$ cat src/rtl/shift_scheduler.sv
// Round-robin scheduler for the shared barrel shifter.
// Splits each shift amount into passes of at most MAX_STEP.
module shift_unit #(
  parameter int WIDTH = 32
) (
  input  logic [1:0]       op,
  input  logic [4:0]       shamt,
  input  logic [WIDTH-1:0] din,
  output logic [WIDTH-1:0] dout
);
  localparam int LW = $clog2(WIDTH);

  logic [2*WIDTH-1:0] dbl;
  logic [LW-1:0]      rot;

  // One combinational pass of LSL/LSR/ASR/RR
  always_comb begin
    rot  = shamt[LW-1:0];
    dbl  = {din, din} >> rot;
    dout = din;
    unique case (op)
      2'b00: dout = din << shamt;
      2'b01: dout = din >> shamt;
      2'b10: dout = $signed(din) >>> shamt;
      2'b11: dout = dbl[WIDTH-1:0];
      default: dout = din;
    endcase
  end
endmodule

module shift_scheduler #(
  parameter int WIDTH    = 32,
  parameter int MAX_STEP = 31
) (
  input  logic             clk,
  input  logic             rst_n,
  input  logic             req0_valid,
  output logic             req0_ready,
  input  logic [1:0]       req0_op,
  input  logic [7:0]       req0_amt,
  input  logic [WIDTH-1:0] req0_data,
  input  logic             req1_valid,
  output logic             req1_ready,
  input  logic [1:0]       req1_op,
  input  logic [7:0]       req1_amt,
  input  logic [WIDTH-1:0] req1_data,
  output logic             rsp_valid,
  input  logic             rsp_ready,
  output logic             rsp_id,
  output logic [WIDTH-1:0] rsp_data,
  output logic             busy
);
  typedef enum logic [1:0] {
    IDLE,
    SHIFT,
    DONE
  } state_t;

  state_t           state_q, state_d;
  logic [WIDTH-1:0] acc_q, acc_d;
  logic [5:0]       rem_q, rem_d;
  logic [1:0]       op_q, op_d;
  logic             id_q, id_d;
  logic             prio_q, prio_d;
  logic             rsp_valid_q;
  logic             busy_q;

  logic             g0, g1;
  logic [1:0]       sel_op;
  logic [7:0]       sel_amt;
  logic [WIDTH-1:0] sel_data;
  logic [5:0]       cnt;
  logic [4:0]       step;
  logic [4:0]       shamt;
  logic [WIDTH-1:0] sh_out;

  shift_unit #(.WIDTH(WIDTH)) u_shift (
    .op    (op_q),
    .shamt (shamt),
    .din   (acc_q),
    .dout  (sh_out)
  );

  // Grant: a lone requester wins, a tie goes to the favoured one
  always_comb begin
    g0 = req0_valid & (~req1_valid | ~prio_q);
    g1 = req1_valid & (~req0_valid | prio_q);
    req0_ready = rst_n & (state_q == IDLE) & g0;
    req1_ready = rst_n & (state_q == IDLE) & g1;
  end

  // Job selection, remaining count and per-pass step
  always_comb begin
    sel_op   = g1 ? req1_op   : req0_op;
    sel_amt  = g1 ? req1_amt  : req0_amt;
    sel_data = g1 ? req1_data : req0_data;
    if (sel_op == 2'b11)
      cnt = 6'(sel_amt & 8'(WIDTH - 1));
    else if (sel_amt >= 8'(WIDTH))
      cnt = 6'(WIDTH);
    else
      cnt = sel_amt[5:0];
    if (rem_q > 6'(MAX_STEP))
      step = 5'(MAX_STEP);
    else
      step = rem_q[4:0];
    shamt = (state_q == SHIFT) ? step : 5'd0;
  end

  // Next-state and datapath update
  always_comb begin
    state_d = state_q;
    acc_d   = acc_q;
    rem_d   = rem_q;
    op_d    = op_q;
    id_d    = id_q;
    prio_d  = prio_q;
    unique case (state_q)
      IDLE: begin
        if (req0_ready | req1_ready) begin
          op_d    = sel_op;
          acc_d   = sel_data;
          id_d    = req1_ready;
          rem_d   = cnt;
          prio_d  = ~req1_ready;
          state_d = SHIFT;
        end
      end
      SHIFT: begin
        acc_d = sh_out;
        rem_d = rem_q - 6'(step);
        if (rem_d == 6'd0)
          state_d = DONE;
      end
      DONE: begin
        if (rsp_ready)
          state_d = IDLE;
      end
      default: state_d = IDLE;
    endcase
  end

  // State, datapath and registered outputs
  always_ff @(posedge clk or negedge rst_n) begin
    if (!rst_n) begin
      state_q     <= IDLE;
      acc_q       <= '0;
      rem_q       <= '0;
      op_q        <= '0;
      id_q        <= 1'b0;
      prio_q      <= 1'b0;
      rsp_valid_q <= 1'b0;
      busy_q      <= 1'b0;
    end else begin
      state_q     <= state_d;
      acc_q       <= acc_d;
      rem_q       <= rem_d;
      op_q        <= op_d;
      id_q        <= id_d;
      prio_q      <= prio_d;
      rsp_valid_q <= (state_d == DONE);
      busy_q      <= (state_d != IDLE);
    end
  end

  assign rsp_valid = rsp_valid_q;
  assign rsp_id    = id_q;
  assign rsp_data  = acc_q;
  assign busy      = busy_q;
endmodule
$ cat config.mk
export PLATFORM = sky130hd
export DESIGN_NAME = shift_scheduler
export DESIGN_NICKNAME = d
export VERILOG_FILES = /design/src/rtl/shift_scheduler.sv
export SDC_FILE = /design/constraint.sdc
export NUM_CORES = 1
export LEC_CHECK = 0
export ABC_AREA = 1
export CAP_MARGIN = 30
export CORE_UTILIZATION = 30
export CTS_BUF_LIST = sky130_fd_sc_hd__clkbuf_8
export DETAILED_ROUTE_END_ITERATION = 16
export DONT_BUFFER_PORTS = 1
export PLACE_DENSITY_LB_ADDON = 0.2
export SLEW_MARGIN = 20
export SYNTH_ARGS = -nofsm -noshare
export SYNTH_HDL_FRONTEND = slang
export SYNTH_SLANG_ARGS = --single-unit
$ cat constraint.sdc
create_clock -name clk -period 2.34 [get_ports clk]
set_input_delay 0.468 -clock clk [delete_from_list [all_inputs] [get_ports clk]]
set_output_delay 0.468 -clock clk [all_outputs]
set_load 0.01 [all_outputs]
==> results by group <==
Status
  • Status: complete, but fails checks
  • Failing checks: negative setup slack

CTS
  • Root buf cell: clkbuf_8
  • CTS tree: built
  • H-tree depth: 2
  • Clock Sinks: 46
  • CTS buffer count: 5
  • Clock transition at the registers of the reported paths: 0.10 ns
  • CTS Buffer Depth: 2
  • Worst skew pair latency: ~0.34 ns

STA
  • Final hold violation count: 0
  • RSZ-0062 raised after global routing: yes
  • Final Cycle Share: 102%
  • Slew margin rel.: 62.1%
  • Max Clock Skew: ~0.016 ns
  • Max-slew violations: 0
  • Worst slew pin tran: approximately 0.57 ns
  • Final setup fails: 5
  • Final WS setup: -0.0402 ns
  • Post-layout min period: about 2.4 ns
  • FMAX: 0.420 GHz

Synthesis
  • Syn Inst Count: 1,460
  • Synth warnings: 0
  • Syn Area/Cell: about 5 um^2
  • Seq/Total Area, Yosys: about 16%
  • Cell variety after synth: 43
  • Post-synthesis cell area: 7290 um^2
  • Syn Nets: ~1,600
  • Yosys reg bits: 46

Setup path
  • R2R Path End: rsp_data[17]
  • Crit end category: flip-flop
  • Worst Path Arrival: 2.64 ns
  • Critical path peak fanout: 9
  • Worst R2R Start: state_q[1]
  • R2R Setup Slk: -0.04 ns
  • Critical path's largest stage delay: 0.42 ns
  • Reg2reg path depth: 16
  • Worst setup SP type: flip-flop
  • Critical path data required time: between 2 and 3 ns
  • Slowest cell on the critical path: dfrtp_1
  • Critical path class: reg2reg
  • CP dominant cell by count: nand2_1
  • Cells along the critical path: inv_2 -> nand2_4 -> nor2_4 -> buf_4 -> clkbuf_16 -> nand2_1 -> nand3_2 -> nand3_2 -> nand3_2 -> nand2_1 -> buf_4 -> nand2_1 -> nand2_1 -> nand2_1 -> nand2_2 -> a21oi_1

Worst hold path
  • Tightest Hold Check Type: in2reg
  • Worst Hold Launch: rsp_ready
  • Hold path cells: 1
  • Worst Hold End: state_q[1]

Global route
  • Pin count of the biggest net entering global routing: between 40 and 50
  • Initial antenna violation count: 0
  • Vias in the first global route: 10,200
  • All-Layer GR Usage: 36.6%
  • First-pass GRT wire length: roughly 66 mm
  • GRT overflow: 0

Finish
  • Share of layout cells above drive strength 1: approximately a quarter
  • Fin area: around 10,000 um^2
  • Filler cells: 2,718
  • Ant. Diodes: 0
  • Most common cell after layout, fill and taps aside: nand2_1
  • Area growth syn-to-layout: 37.3%
  • Nets: between 1,500 and 2,000
  • Post-Route Utilization: 42.4%
  • Most frequent cells in the layout: nand2_1 (605), nand3_1 (289), buf_4 (166)

Floorplanning
  • Die Ht: approximately 160 um
  • IO Pins: approximately 130
  • Die width: 158 um
  • Cell Rows: 56
  • Starting Density: a little under a third
  • Placeable Area: approximately 24,000 um^2
  • Die area: between 20,000 and 25,000 um^2

Route
  • Antenna-violating nets left: 0
  • WL/cell: 23.8 um
  • 1st-iter DRT viols: roughly 1,100
  • First-pass DRT Iterations: 7
  • Via/cell ratio: 5.68
  • DRC Markers: 0
  • Routed WL: 45.4 mm
  • Total number of vias: 10,800

Place
  • Hpwl dp: 35.8 mm
  • IO buf count: 0
  • Final GP Congestion: around 1.1
  • Area post-placement: 8930 um^2

Job
  • Max_cap viols: 0
[worst max-delay path by stage]
stage                     startpoint      endpoint  slack (ns)  cells after the start
final                     state_q[1]  rsp_data[17]       -0.04                     16
after global routing      state_q[1]  rsp_data[24]       -0.15                     16
after CTS                 state_q[1]  rsp_data[17]       -0.05                     15
after detailed placement  state_q[1]   rsp_data[0]       -0.19                     14
after global placement    state_q[1]   rsp_data[0]       -0.19                     14
after floorplan             rem_q[5]          busy        0.27                     10
[state kept, by name, indices dropped and copies added (netlist names)]
register	count
rem_q	6
rsp_valid	1
state_q	2
rsp_id	1
rsp_data	32
prio_q	1
busy	1
op_q	2
[kinds of logic after synthesis]
family / Yosys count / share of synthesized area, %
buf+inv: 160 / 8.88
flops: 46 / 15.8
xor+xnor: 3 / 0.361
mux: 4 / 0.550
compound gates: 115 / 8.71
simple gates: 1131 / 65.5
fa+ha+maj: 1 / 0.172
[timing repair]
action                                  CTS  global route
endpoints found under the setup margin   26            33
gates cloned                              3             3
gates resized for setup                  57           130
pin swaps                                 5             9
hold buffers                              2             0
buffers inserted                          6             5
endpoints found under the hold margin    46             0
[worst max-delay path: cells and delay by family, from the launching register on]
kind | cells | cell delay (ns)
AND/OR/NAND/NOR | 11 | 1.18
buffers and inverters | 4 | 0.55
flip-flops | 1 | 0.42
AO/OA/AOI/OAI | 1 | 0.13
[synthesized netlist by cell type, drive strengths merged]
cell    instances  area, um^2
nor3            5        30.0
mux2i           4        40.0
o31ai           1        7.51
o221ai          2        17.5
nand3b          1        7.51
o21ai          42         218
ha              1        12.5
nand3         363        1820
or2             2        12.5
clkinv          2        7.51
o22ai           1        6.26
and2            2        12.5
nor2           84         335
inv            72         273
nand2         669        2530
dfrtp          46        1150
nor4            1        6.26
buf            47         220
xnor2           1        8.76
a21boi          1        7.51
clkbuf         39         146
nand4           3        18.8
a31oi           7        43.8
o21a            1        7.51
xor2            2        17.5
a21oi          57         304
o211ai          2        15.0
or3             1        6.26
a22oi           1        7.51
[layer usage]
| metal | vias up | routed length, um | GRT usage, % |
|---|---|---|---|
| met5 | - | 0 | 0 |
| met4 | 0 | 2860 | 21.6 |
| met3 | 129 | 3950 | 6.08 |
| met2 | 579 | 19500 | 56.6 |
| met1 | 5076 | 19100 | 47.6 |
| li1 | 5024 | - | - |
[metrics by stage]
stage	setup TNS, ns	hold slack, ns	setup slack [ns]	cells
6_report	-0.0723	0.210	-0.0402	1904
5_1_grt	-2.42	0.204	-0.153	1904
3_5_place_dp	-1.07	0.174	-0.189	1878
2_1_floorplan	0	0.172	0.267	1460
4_1_cts	-0.0497	0.227	-0.0497	1896
3_3_place_gp	-0.934	0.174	-0.194	1878
[area by class of cell]
class                      instances  area [um^2]  share of cell area (%)
sequential                        46         1150                    11.5
clock inverter                     3         17.5                   0.175
tap                              319          399                    3.99
clock buffer                       5         68.8                   0.688
inverter                          74          283                    2.83
multi-input combinational       1254         6160                    61.6
timing repair buffer             203         1930                    19.2
Power is left out: the tool's default activity adds up to more than one toggle a clock period on the data nets, which glitch-free logic cannot reach.
